### src/rtl/spi_stash_if.sv
// Bus between the host-side stash sequencer and its environment (host + SPI master).
// Signalling contract: START, ABORT, HOST_WR, DONE and LEN_ERR are single-cycle
// strobes sampled on the rising clock edge with no ready back-pressure. BUSY is the only
// status level, and an accepted START is visible as BUSY=1 after the next edge.
// STASH_PTR/MISO_DATA are qualified by a change of STASH_PTR, not by a valid strobe.
interface spi_stash_if #(
    parameter int ADDR_W = 4
);
    logic              host_wr;
    logic [ADDR_W-1:0] host_addr;
    logic [7:0]        host_wdata;
    logic [7:0]        host_rdata;
    logic              start;
    logic [ADDR_W:0]   len;
    logic              abort;
    logic              busy;
    logic              done;
    logic              len_err;
    logic              enable;
    logic [7:0]        mosi_data;
    logic [7:0]        miso_data;
    logic [7:0]        stash_ptr;
    logic [7:0]        rx_crc;

    // The sequencer side
    modport slave (
        input  host_wr, host_addr, host_wdata, start, len, abort, miso_data, stash_ptr,
        output host_rdata, busy, done, len_err, enable, mosi_data, rx_crc
    );

    // The host / SPI master side
    modport master (
        output host_wr, host_addr, host_wdata, start, len, abort, miso_data, stash_ptr,
        input  host_rdata, busy, done, len_err, enable, mosi_data, rx_crc
    );
endinterface

### src/rtl/spi_stash_sequencer.sv
// Byte stash and transaction sequencer feeding a mode-0 SPI master.
// Optional feature macro: SPI_STASH_RX_CRC_EN adds a CRC-8 (poly 0x07) over RX bytes.
// state_o exposes the FSM state (0=IDLE, 1=RUN, 2=FINISH) for debug.
module spi_stash_sequencer #(
    parameter int DEPTH  = 16,
    parameter int ADDR_W = 4
) (
    input  logic         ctrl_clk_i,
    input  logic         rst_i,
    spi_stash_if.slave   bus,
    output logic [1:0]   state_o
);
    typedef enum logic [1:0] {
        S_IDLE   = 2'd0,
        S_RUN    = 2'd1,
        S_FINISH = 2'd2
    } state_t;

    localparam logic [ADDR_W:0] DEPTH_L = (ADDR_W + 1)'(DEPTH);
    localparam logic [ADDR_W:0] ONE     = (ADDR_W + 1)'(1);

    logic [7:0] tx_mem [DEPTH];
    logic [7:0] rx_mem [DEPTH];

    state_t          state_q, state_d;
    logic [ADDR_W:0] idx_q, idx_d;
    logic [ADDR_W:0] len_q, len_d;
    logic [7:0]      ptr_q, ptr_d;
    logic [7:0]      mosi_q, mosi_d;
    logic            enable_q, enable_d;
    logic            busy_q, busy_d;
    logic            done_q, done_d;
    logic            len_err_q, len_err_d;
    logic [7:0]      rdata_q;

    logic            len_ok;
    logic            accept;
    logic            capture;
    logic            last;
    logic [ADDR_W:0] idx_nxt;

    assign len_ok  = (bus.len != '0) && (bus.len <= DEPTH_L);
    assign accept  = (state_q == S_IDLE) && bus.start && !bus.abort && len_ok;
    // Any difference from the last seen pointer is one transfer, however far it moved.
    assign capture = (state_q == S_RUN) && (bus.stash_ptr != ptr_q);
    assign last    = (idx_q == len_q - ONE);
    assign idx_nxt = idx_q + ONE;

    // Next-state and output decode for the transfer sequencer
    always_comb begin
        state_d   = state_q;
        idx_d     = idx_q;
        len_d     = len_q;
        ptr_d     = ptr_q;
        mosi_d    = mosi_q;
        enable_d  = enable_q;
        busy_d    = busy_q;
        done_d    = 1'b0;
        len_err_d = 1'b0;
        case (state_q)
            S_IDLE: begin
                if (bus.start && !bus.abort) begin
                    if (len_ok) begin
                        ptr_d    = bus.stash_ptr;
                        idx_d    = '0;
                        len_d    = bus.len;
                        mosi_d   = tx_mem[0];
                        enable_d = 1'b0;
                        busy_d   = 1'b1;
                        state_d  = S_RUN;
                    end else begin
                        len_err_d = 1'b1;
                    end
                end
            end
            S_RUN: begin
                if (capture) begin
                    ptr_d = bus.stash_ptr;
                    idx_d = idx_nxt;
                    if (last) begin
                        // Release the master on the same edge; MOSI holds its last byte.
                        enable_d = 1'b1;
                        state_d  = S_FINISH;
                    end else begin
                        mosi_d = tx_mem[idx_nxt[ADDR_W-1:0]];
                    end
                end
                // Abort overrides the state change but not the capture write.
                if (bus.abort) begin
                    enable_d = 1'b1;
                    busy_d   = 1'b0;
                    state_d  = S_IDLE;
                end
            end
            S_FINISH: begin
                busy_d  = 1'b0;
                state_d = S_IDLE;
                done_d  = !bus.abort;
            end
            default: begin
                enable_d = 1'b1;
                busy_d   = 1'b0;
                state_d  = S_IDLE;
            end
        endcase
    end

    // Control registers
    always_ff @(posedge ctrl_clk_i) begin
        if (rst_i) begin
            state_q   <= S_IDLE;
            idx_q     <= '0;
            len_q     <= '0;
            ptr_q     <= '0;
            mosi_q    <= '0;
            enable_q  <= 1'b1;
            busy_q    <= 1'b0;
            done_q    <= 1'b0;
            len_err_q <= 1'b0;
        end else begin
            state_q   <= state_d;
            idx_q     <= idx_d;
            len_q     <= len_d;
            ptr_q     <= ptr_d;
            mosi_q    <= mosi_d;
            enable_q  <= enable_d;
            busy_q    <= busy_d;
            done_q    <= done_d;
            len_err_q <= len_err_d;
        end
    end

    // Stash RAMs: TX frozen while busy, RX written on each capture; contents not reset
    always_ff @(posedge ctrl_clk_i) begin
        if (!rst_i && bus.host_wr && !busy_q) begin
            tx_mem[bus.host_addr] <= bus.host_wdata;
        end
        if (!rst_i && capture) begin
            rx_mem[idx_q[ADDR_W-1:0]] <= bus.miso_data;
        end
    end

    // Registered host read port
    always_ff @(posedge ctrl_clk_i) begin
        if (rst_i) begin
            rdata_q <= '0;
        end else begin
            rdata_q <= rx_mem[bus.host_addr];
        end
    end

`ifdef SPI_STASH_RX_CRC_EN
    logic [7:0] crc_q, crc_d;

    function automatic logic [7:0] crc8_update(input logic [7:0] crc, input logic [7:0] data);
        logic [7:0] c;
        c = crc ^ data;
        for (int i = 0; i < 8; i++) begin
            c = c[7] ? ((c << 1) ^ 8'h07) : (c << 1);
        end
        return c;
    endfunction

    // CRC is cleared by an accepted START and folds in every captured byte
    always_comb begin
        crc_d = crc_q;
        if (accept) begin
            crc_d = 8'h00;
        end else if (capture) begin
            crc_d = crc8_update(crc_q, bus.miso_data);
        end
    end

    // CRC register
    always_ff @(posedge ctrl_clk_i) begin
        if (rst_i) begin
            crc_q <= 8'h00;
        end else begin
            crc_q <= crc_d;
        end
    end

    assign bus.rx_crc = crc_q;
`else
    assign bus.rx_crc = 8'h00;
`endif

    assign bus.host_rdata = rdata_q;
    assign bus.busy       = busy_q;
    assign bus.done       = done_q;
    assign bus.len_err    = len_err_q;
    assign bus.enable     = enable_q;
    assign bus.mosi_data  = mosi_q;
    assign state_o        = state_q;
endmodule
### src/flat_wrapper.sv
// flat-port wrapper written by rule: the top's interface ports become plain ports
module spi_stash_sequencer_flat 
#(
    parameter int DEPTH  = 16,
    parameter int ADDR_W = 4
)
  (ctrl_clk_i, rst_i, state_o, bus_host_wr, bus_host_addr, bus_host_wdata, bus_start, bus_len, bus_abort, bus_miso_data, bus_stash_ptr, bus_host_rdata, bus_busy, bus_done, bus_len_err, bus_enable, bus_mosi_data, bus_rx_crc);
  spi_stash_if #(.ADDR_W(ADDR_W)) bus_i ();
  input  logic ctrl_clk_i;
  input  logic rst_i;
  output logic [1:0] state_o;
  input wire logic [$bits(bus_i.host_wr)-1:0] bus_host_wr;
  input wire logic [$bits(bus_i.host_addr)-1:0] bus_host_addr;
  input wire logic [$bits(bus_i.host_wdata)-1:0] bus_host_wdata;
  input wire logic [$bits(bus_i.start)-1:0] bus_start;
  input wire logic [$bits(bus_i.len)-1:0] bus_len;
  input wire logic [$bits(bus_i.abort)-1:0] bus_abort;
  input wire logic [$bits(bus_i.miso_data)-1:0] bus_miso_data;
  input wire logic [$bits(bus_i.stash_ptr)-1:0] bus_stash_ptr;
  output wire logic [$bits(bus_i.host_rdata)-1:0] bus_host_rdata;
  output wire logic [$bits(bus_i.busy)-1:0] bus_busy;
  output wire logic [$bits(bus_i.done)-1:0] bus_done;
  output wire logic [$bits(bus_i.len_err)-1:0] bus_len_err;
  output wire logic [$bits(bus_i.enable)-1:0] bus_enable;
  output wire logic [$bits(bus_i.mosi_data)-1:0] bus_mosi_data;
  output wire logic [$bits(bus_i.rx_crc)-1:0] bus_rx_crc;
  assign bus_i.host_wr = bus_host_wr;
  assign bus_i.host_addr = bus_host_addr;
  assign bus_i.host_wdata = bus_host_wdata;
  assign bus_i.start = bus_start;
  assign bus_i.len = bus_len;
  assign bus_i.abort = bus_abort;
  assign bus_i.miso_data = bus_miso_data;
  assign bus_i.stash_ptr = bus_stash_ptr;
  assign bus_host_rdata = bus_i.host_rdata;
  assign bus_busy = bus_i.busy;
  assign bus_done = bus_i.done;
  assign bus_len_err = bus_i.len_err;
  assign bus_enable = bus_i.enable;
  assign bus_mosi_data = bus_i.mosi_data;
  assign bus_rx_crc = bus_i.rx_crc;
  spi_stash_sequencer #(.DEPTH(DEPTH), .ADDR_W(ADDR_W)) u_core (.ctrl_clk_i(ctrl_clk_i), .rst_i(rst_i), .bus(bus_i), .state_o(state_o));
endmodule
### config.mk
export PLATFORM = sky130hd
export DESIGN_NAME = spi_stash_sequencer_flat
export DESIGN_NICKNAME = d
export VERILOG_FILES = /design/src/rtl/spi_stash_if.sv /design/src/rtl/spi_stash_sequencer.sv /design/src/flat_wrapper.sv
export SDC_FILE = /design/constraint.sdc
export NUM_CORES = 1
export LEC_CHECK = 0
export ABC_AREA = 1
export CORE_MARGIN = 2
export CORE_UTILIZATION = 59
export DETAILED_ROUTE_END_ITERATION = 10
export GPL_TIMING_DRIVEN = 0
export PLACE_DENSITY = 0.75
export SLEW_MARGIN = 20
export SYNTH_ARGS = -nofsm -noshare
export SYNTH_HDL_FRONTEND = slang
export SYNTH_SLANG_ARGS = --single-unit
### constraint.sdc
create_clock -name ctrl_clk_i -period 2.85 [get_ports ctrl_clk_i]
set_input_delay 0.285 -clock ctrl_clk_i [delete_from_list [all_inputs] [get_ports ctrl_clk_i]]
set_output_delay 0.285 -clock ctrl_clk_i [all_outputs]
set_load 0.1 [all_outputs]
==> Yosys cells after proc, flatten, opt, wreduce, memory -nomap -nowiden <==
Memories as Yosys holds them, arrays and structs flattened. A register that Yosys moved wholly into a read port is not among the register bits.
Index checks and enable logic that the tools add are counted.
{ "classes": {"addsub": 2, "n_lt_le_gt_ge": 1, "n_eq_ne": 11, "n_mux": 34, "n_bitwise": 3, "n_reduce_logical": 20} }
{ "op_table": {"columns": ["op", "count"], "rows": [
  ["$mux 8", 7],
  ["$pmux 8 s2", 2],
  ["$mux 5", 3],
  ["$mux 1", 13],
  ["$mux 2", 5],
  ["$pmux 5 s2", 1],
  ["$reduce_and 5->1", 2],
  ["$ne 8x8->1", 1],
  ["$reduce_and 4->1", 2],
  ["$logic_and 1x1->1", 6],
  ["$ne 2x2->1 const B", 3],
  ["$ne 3x2->1 const B", 2],
  ["$reduce_and 3->1", 2],
  ["$add 5x1->5 const B", 1],
  ["$eq 5x5->1", 1],
  ["$le 5x5->1 const B", 1],
  ["$reduce_bool 5->1", 1],
  ["$sub 5x1->5 const B", 1],
  ["$ne 2x1->1 const B", 2],
  ["$pmux 2 s2", 1],
  ["$logic_not 1->1", 3],
  ["$not 1->1", 3],
  ["$pmux 1 s3", 1],
  ["$reduce_or 3->1", 1],
  ["6 further kinds", 6]
]} }
{ "totals": {"reg_bits": 32, "ramBits": 256, "output_inout_bits": 30, "elab_cells": 82, "mem_count": 2} }
{ "mem_list": {"columns": ["memory", "words", "word_bits", "read_ports", "rd_ports_with_merged_regs", "wr", "line_no", "text"], "rows": [
  ["u_core.rx_mem", 16, 8, 1, 1, 1, "spi_stash_sequencer.sv:23", "logic [7:0] rx_mem [DEPTH];"],
  ["u_core.tx_mem", 16, 8, 2, 0, 1, "spi_stash_sequencer.sv:22", "logic [7:0] tx_mem [DEPTH];"]
]} }

==> Depth between registers and ports, before layout <==
Gate-level depths: netlist of run 1.
{ "depth": {"word_depth": 6, "ltp_mapped": 15, "ltp_nobuf": 14} }

==> Least setup slack after synthesis of run 1 <==
No wires, ideal clock.
{ "synth_path": {"path_type": "reg-to-reg", "startpoint": "register u_core.state_q[0] (netlist: u_core.state_o[0])", "endpoint": "memory u_core.rx_mem[0][0], enable pin", "setup_time_ps": 370, "t_arrival_ps": 2104, "required_ps": 2480, "slack_ps": 376, "path_stages_with_launch": 7, "period_less_slack_ps": 2474, "cell_sequence": "dfxtp_1 inv_1 nor2_1 nand2_1 nor2_1 nand2_1 nor2_1"} }
{ "synth_between": {"elab_chain_cells": 5} }
{ "synth_rtl": {"columns": ["item", "line_no", "text"], "rows": [
  ["from (decl)", "spi_stash_sequencer.sv:25", "state_t state_q, state_d;"],
  ["from (signal assigned)", "spi_stash_sequencer.sv:121", "state_q <= state_d;"],
  ["$eq 2x1->1", "spi_stash_sequencer.sv:45", "assign capture = (state_q == S_RUN) && (bus.stash_ptr != ptr_q);"],
  ["$logic_and 1x1->1", "spi_stash_sequencer.sv:45", null],
  ["$logic_and 1x1->1", "spi_stash_sequencer.sv:138", "if (!rst_i && capture) begin"],
  ["$mux 1", "spi_stash_sequencer.sv:138", null],
  ["$mux 1 (not written as such)", "spi_stash_sequencer.sv:139", "rx_mem[idx_q[ADDR_W-1:0]] <= bus.miso_data;"],
  ["to (decl)", "spi_stash_sequencer.sv:23", null]
]} }
No other way between the ends.

==> Worst setup path after layout of run 1 <==
{ "layout_path": {"startpoint": "register u_core.idx_q[0]", "endpoint": "register u_core.mosi_q[2] (netlist: u_core.bus.mosi_data[2])"} }
{ "layout_between": {"elab_chain_cells": 5, "elab_cells_between_ends": 8, "classes_between": "1 x add/sub; 2 x eq/ne; 3 x mux; 1 x reduce/logical; 1 x memory"} }
{ "layout_rtl": {"columns": ["item", "line_no", "text"], "rows": [
  ["from (decl)", "spi_stash_sequencer.sv:26", "logic [ADDR_W:0] idx_q, idx_d;"],
  ["from (signal assigned)", "spi_stash_sequencer.sv:122", "idx_q <= idx_d;"],
  ["$add 5x1->5", "spi_stash_sequencer.sv:47", "assign idx_nxt = idx_q + ONE;"],
  ["$mem_v2 16x8", null, null],
  ["$mux 8", "spi_stash_sequencer.sv:80", "if (last) begin"],
  ["$mux 8", "spi_stash_sequencer.sv:77", "if (capture) begin"],
  ["$pmux 8 s2", "spi_stash_sequencer.sv:60", "case (state_q)"],
  ["to (signal assigned)", "spi_stash_sequencer.sv:125", "mosi_q <= mosi_d;"],
  ["to (decl)", "spi_stash_sequencer.sv:29", "logic [7:0] mosi_q, mosi_d;"]
]} }
Parallel ways exist; a longest one is shown, timed or not. The select of a mux whose other input is x is not followed.
A chain may end at the register's enable or synchronous reset.

==> impl_metrics.json, run 1 <==
{
  "status": "completed",
  "hp-class": "in2reg",
  "cts_root_buf": "clkbuf_16",
  "cts_buffer_depth": 3,
  "startpoint_type": "flip-flop",
  "grt_pass1_wl_um": 43500,
  "fin_crit_ns": 2.59,
  "cts_buffers": 28,
  "async_flop_share_pct": 0,
  "ys_ff_latch": 296,
  "synth_edf_count": 256,
  "cp_num_buf_inv": 4,
  "routabilityCongestion": 0.908,
  "p_leak_nw": 4.87,
  "ys_types": 36,
  "place_ws_ns": -0.296,
  "hpwl_um": 19100,
  "grt_pass1_vias": 7855,
  "portBuffers": 57,
  "max_cap_violations": 0,
  "fin_util_pct": 69.0,
  "routed-via-count": 8268,
  "final.period_utilization_pct": 91.0,
  "cts_tree": "built",
  "powerDensity_nw_per_um2": 678,
  "cpLargestDelayFamily": "buffers and inverters",
  "ff2ff_path_depth": 12,
  "dpl.cell_count": 1358,
  "h-tree-depth": 1,
  "drive_above_1_share_pct": 8.60,
  "fin_skew_ns": 0.0149,
  "crit_top_cell": "nor2_1",
  "cp.required_ns": 3.32,
  "synth_top_area_share_pct": 63.6,
  "slowest_stage": "dfxtp_4",
  "critPathArrivalTime_ns": 3.06,
  "placed_cell_area_sq_um": 13000,
  "initialDrtViolationCount": 952,
  "netlist_area_sq_um": 12100,
  "synthCells": 1024,
  "final-hold-violation-count": 0,
  "relSlewSlack_pct": 32.0,
  "wl_per_cell_um": 20.2,
  "final_area_sq_um": 13900,
  "drc": 0,
  "ios": 68,
  "yosysTopAreaCell": "edfxtp_1",
  "path_max_fanout": 13,
  "initial_core_util_pct": 59.9,
  "ir_drop_mv": 0.556,
  "overflow": 0,
  "rsz0062_at_grt": "false",
  "wl_um": 28500,
  "criticalPathCategory": "reg2reg",
  "antenna_cells": 0,
  "clk_pin_slew_ns": 0.06,
  "slowest_delay_ns": 0.38,
  "yosysWarnings": 0,
  "syn_avg_cell_area_sq_um": 11.8,
  "worst_slew_pin_slew_ns": 1.02,
  "fin_worst_hold_slack_ns": 0.363,
  "cts_sinks": 296,
  "cts_setup_buffers": 0,
  "synthTopCellsByCount": "edfxtp_1, nor2_1, nand3_1, nand2_1, o21ai_0",
  "finalSetupViolCount": 0,
  "synth_top_cells_by_area": "edfxtp_1, dfxtp_1, nor2_1",
  "dr.pass1.iters": 5,
  "path_cells": "inv_2 -> buf_4 -> ha_1 -> clkbuf_4 -> clkbuf_4 -> nor2_1 -> o21ai_0 -> o211ai_1 -> nand3_1 -> a21oi_1 -> nor2_1 -> nor2_1",
  "setup.worst_path.end_class": "flip-flop",
  "grt.total_usage_pct": 26.3,
  "num_rows": 52,
  "fp.dieW_um": 147,
  "fmax_ghz": 0.386,
  "clock_latency_ns": 0.54,
  "ant_nets": 0,
  "hold_depth": 3,
  "die_area_sq_um": 21600,
  "finalMaxSlewViolations": 0,
  "fin_cells": 1409,
  "core_area_sq_um": 20200,
  "final_nets": 1160,
  "cp_num_cells": 12,
  "grt_max_degree": 17,
  "area_delta_synth_final_pct": 15.2,
  "die_h_um": 147,
  "synth_top_flop_cell": "edfxtp_1",
  "grt_antenna_before_repair": 0,
  "yosysMostFrequentCell": "edfxtp_1",
  "seq_area_frac_synth_pct": 70.3,
  "setup_slack_ns": 0.257,
  "viasPerCell": 5.87
}
[logic make-up after synthesis]
group | synth area share, %
compound gates | 9.32
simple gates | 14.9
other cells | 0.0310
flops | 70.3
xor+xnor | 0.943
fa+ha+maj | 0.518
buf+inv | 3.99
[metal layers]
layer	up-vias	wire length, um	GRT usage, %
li1	3837	-	-
met1	3927	11700	38.5
met2	450	13400	42.2
met3	54	2710	4.10
met4	0	620	6.39
met5	-	0	0
[through the flow]
step | total power [mW] | TNS [ns]
3_3_place_gp | 5.95 | -4.16
4_1_cts | 9.43 | 0
2_1_floorplan | 5.60 | 0
3_5_place_dp | 5.97 | -3.23
6_report | 9.43 | 0
5_1_grt | 9.73 | 0
[power by group]
group / internal, mW / total [mW] / leakage [nW] / switching (mW)
Clock: 2.01 / 3.52 / 0.423 / 1.50
Sequential: 4.76 / 4.79 / 2.63 / 0.0284
Combinational: 0.322 / 1.12 / 1.81 / 0.798
Total: 7.10 / 9.43 / 4.87 / 2.33
[timing repair]
item | in CTS | in global routing
hold buffers | 0 | 0
endpoints found under the setup margin | 8 | 8
pin swaps | 0 | 2
cloned | 0 | 0
gates resized for setup | 5 | 9
[placed cells by master (no fill, tap or decap), types with 29 or more instances in the layout]
cell,instances
nand2_1,97
a22oi_1,32
edfxtp_1,256
dfxtp_1,39
clkbuf_16,29
nor2_1,198
o21ai_0,82
nand3_1,120
clkbuf_1,32
clkdlybuf4s50_1,57
inv_1,33
[worst min-delay path: stages]
cell and delay, ns:
clkdlybuf4s50_1 0.44, inv_1 0.08, a21oi_1 0.06
[area by class of cell]
class	instances	area (sq um)
Inverter	41	156
Timing Repair Buffer	57	571
Tap cell	270	338
Clock inverter	9	68.8
Clock buffer	43	798
Sequential cell	296	8490
Multi-Input combinational cell	633	3150
Buffer	60	340
Fill cell	1426	6260
[worst paths after layout]
check / from / end / slack (ns)
setup / recovery: u_core.idx_q[0] / u_core.bus.mosi_data[2] / 0.26
hold reg to reg: u_core.bus.mosi_data[0] / u_core.bus.mosi_data[0] / 0.49
hold / removal: bus_stash_ptr[1] / u_core.ptr_q[1] / 0.36
setup reg to reg: u_core.idx_q[0] / u_core.bus.mosi_data[2] / 0.26
[state kept, by name, indices dropped and copies added (netlist names)]
register               count
u_core.bus.busy            1
u_core.bus.done            1
u_core.bus.enable          1
u_core.bus.host_rdata      8
u_core.bus.len_err         1
u_core.bus.mosi_data       8
u_core.idx_q               5
u_core.len_q               5
u_core.ptr_q               8
u_core.rx_mem            128
u_core.state_o             2
u_core.tx_mem            128
Note: power is estimated with default switching activity, not from simulation.
==> run 2, diff against run 1 <==
--- a/config.mk
+++ b/config.mk
@@ -5,7 +5,6 @@
 export SDC_FILE = /design/constraint.sdc
 export NUM_CORES = 1
 export LEC_CHECK = 0
-export ABC_AREA = 1
 export CORE_MARGIN = 2
 export CORE_UTILIZATION = 59
 export DETAILED_ROUTE_END_ITERATION = 10
==> run 2 against run 1 <==
- non-clock buffer count is 18 lower
- critical endpoint is now u_core.bus.mosi_data[0]
- critical path depth is 2 lower
- die area is 1.4% lower
- synthesized cell count is 37% lower
- clock skew is 0.0055 ns lower
- largest power group unchanged
- count of clock-buffer cells in the layout is 4 lower
- setup slack worse by 0.16 ns
- sequential share of layout area is 0.64 points higher
==> impl_metrics.json, run 2 <==
{
  "status": "completed",
  "layout_commonest_cell": "edfxtp_1",
  "fin_skew_ns": 0.00934,
  "overflow": 0,
  "grt_pass1_wl_um": 37100,
  "cp_num_cells": 10,
  "power_switching_mw": 2.00,
  "path_max_fanout": 10,
  "critPathArrivalTime_ns": 3.16,
  "ir_drop_mv": 0.618,
  "core_area_sq_um": 19700,
  "routed-via-count": 6217,
  "yosysTopAreaCell": "edfxtp_1",
  "die_h_um": 146,
  "hpwl_um": 16400,
  "netlist_area_sq_um": 11900,
  "setup_tns_ns": 0,
  "placed_cell_area_sq_um": 12900,
  "ff2ff_path_depth": 10,
  "synthCells": 644,
  "cts_root_buf": "clkbuf_16",
  "cp.required_ns": 3.25,
  "synthTopCellsByCount": "edfxtp_1, mux4_2, dfxtp_1, nor2_1, nand2_1",
  "wl_um": 24100,
  "num_rows": 51,
  "final_area_sq_um": 13800,
  "syn_avg_cell_area_sq_um": 18.5,
  "wl_per_cell_um": 23.6,
  "criticalPathCategory": "reg2reg",
  "ys_ff_latch": 296,
  "final_nets": 781,
  "startpoint_type": "flip-flop",
  "drive_above_1_share_pct": 21.2,
  "pwr-share-comb_pct": 8.1,
  "powerDensity_nw_per_um2": 651,
  "cp-endpoint": "u_core.bus.mosi_data[0]",
  "synth_edf_count": 256,
  "setup.worst_path.end_class": "flip-flop",
  "cts_buffer_depth": 3,
  "ys_types": 45,
  "antenna_cells": 0,
  "rrSetupSlack_ns": 0.1,
  "nFillCells": 1226,
  "grt.total_usage_pct": 23.0,
  "multi_input_comb_area_sq_um": 3200,
  "seqPwrFrac_pct": 53.3,
  "drc": 0,
  "cts_tree": "built",
  "grt_pass1_vias": 6340,
  "ios": 68,
  "path_cells": "buf_4 -> buf_8 -> inv_1 -> ha_4 -> buf_4 -> mux4_2 -> mux2i_1 -> o221ai_1 -> a21oi_1 -> a211oi_2",
  "ant_nets": 0,
  "final.period_utilization_pct": 96.6,
  "slowest_delay_ns": 0.38,
  "clk_pin_slew_ns": 0.06,
  "cpLargestDelayFamily": "buffers and inverters",
  "fin_crit_ns": 2.75,
  "grt_antenna_before_repair": 0,
  "hp-class": "in2reg",
  "worst_r2r_endpoint": "u_core.bus.mosi_data[0]",
  "synth_top_cells_by_area": "edfxtp_1, mux4_2, dfxtp_1",
  "yosysWarnings": 0,
  "die_area_sq_um": 21300,
  "r2r_start": "u_core.idx_q[0]",
  "slowest_stage": "dfxtp_1",
  "clock_latency_ns": 0.54,
  "fp.dieW_um": 146,
  "routabilityCongestion": 0.856,
  "max_cap_violations": 0,
  "area_delta_synth_final_pct": 15.5,
  "holdBufCountCts": 0,
  "synth_top_flop_cell": "edfxtp_1",
  "swShare_pct": 22.3,
  "viasPerCell": 6.08,
  "initialDrtViolationCount": 593,
  "async_flop_share_pct": 0,
  "crit_top_cell": "buf_4",
  "portBuffers": 55,
  "p_leak_nw": 4.52,
  "finalMaxSlewViolations": 0,
  "cp_num_buf_inv": 4,
  "final-hold-violation-count": 0,
  "seq_area_frac_synth_pct": 71.3,
  "regArea_sq_um": 8490,
  "dr.pass1.iters": 5,
  "synth_top_area_share_pct": 64.6,
  "relSlewSlack_pct": 32.8,
  "worst_slew_pin_slew_ns": 1.00,
  "finalSetupViolCount": 0,
  "cts_buffers": 29,
  "power.internal_mw": 6.96,
  "rsz0062_at_grt": "false",
  "yosysMostFrequentCell": "edfxtp_1",
  "fmax_ghz": 0.363,
  "grt_max_degree": 17,
  "final_cell_mix": "edfxtp_1, mux4_2, clkdlybuf4s50_1, dfxtp_1, nor2_1",
  "pwr-share-clk_pct": 38.7,
  "cts_sinks": 296,
  "initial_core_util_pct": 60.6,
  "startpoint": "u_core.idx_q[0]",
  "h-tree-depth": 1
}
-- run 2: final cells by class --
type	count	area share, %
buffer	42	2.02
clock buffer	39	5.55
clock inverter	12	0.627
inverter	12	0.327
multi-input combinational	300	23.3
sequential	296	61.7
tap	265	2.41
timing repair buffer	57	4.09
-- run 2: worst min-delay path by stage --
stage / startpoint / to / slack, ns / depth (start not counted)
6_report: rst_i / u_core.state_o[0] / 0.25 / 3
5_1_grt: rst_i / u_core.state_o[0] / 0.31 / 3
4_1_cts: rst_i / u_core.state_o[0] / 0.24 / 3
3_5_place_dp: u_core.bus.mosi_data[3] / u_core.bus.mosi_data[3] / 0.46 / 2
3_3_place_gp: u_core.bus.enable / u_core.bus.enable / 0.46 / 2
2_1_floorplan: bus_abort / u_core.bus.done / 0.36 / 1
-- run 2: worst min-delay path: cells and delay by family --
kind / cells / cell delay (ns)
buffers and inverters: 1 / 0.26
AND/OR/NAND/NOR: 1 / 0.17
AO/OA/AOI/OAI: 1 / 0.04
-- run 2: cell families (layout without fill, tap and decap cells) --
| group | after synthesis | after routing | share of synthesized area [%] |
|---|---|---|---|
| fa+ha+maj | 5 | 5 | 0.525 |
| buf+inv | 55 | 162 | 2.50 |
| simple gates | 130 | 130 | 5.65 |
| flops | 296 | 296 | 71.3 |
| compound gates | 46 | 46 | 2.99 |
| other cells | 1 | 8 | 0.0315 |
| xor+xnor | 18 | 18 | 1.48 |
| mux | 93 | 93 | 15.5 |
-- run 2: what timing repair did --
action	CTS	global route
setup buffers	0	0
resized for setup	9	2
setup endpoints to repair	8	8
-- run 2: stage by stage --
step	util, %	instances	worst slack, ns	power [mW]	hold slack (ns)
global placement	65.2	971	-0.776	5.55	0.457
finish	70.0	1023	0.0961	8.96	0.254
global route	70.0	1023	0.0174	9.22	0.313
detailed placement	65.4	973	-0.821	5.58	0.459
floorplan	-	651	0.00330	5.34	0.364
CTS	69.9	1023	0.0271	9.00	0.242
-- run 2: power groups by stage --
stage | sequential, mW | combinational [mW] | clock [mW]
after global routing | 4.77 | 0.761 | 3.68
final | 4.77 | 0.723 | 3.46
after CTS | 4.77 | 0.723 | 3.51
after global placement | 4.86 | 0.694 | 0
after floorplan | 5.01 | 0.334 | 0
after detailed placement | 4.86 | 0.715 | 0
-- run 2: layer usage --
layer,track usage [%],wire length (um),up-vias
li1,-,-,2722
met1,33.5,10300,3177
met2,36.7,11600,276
met3,4.16,1800,42
met4,5.92,462,0
met5,0,0,-
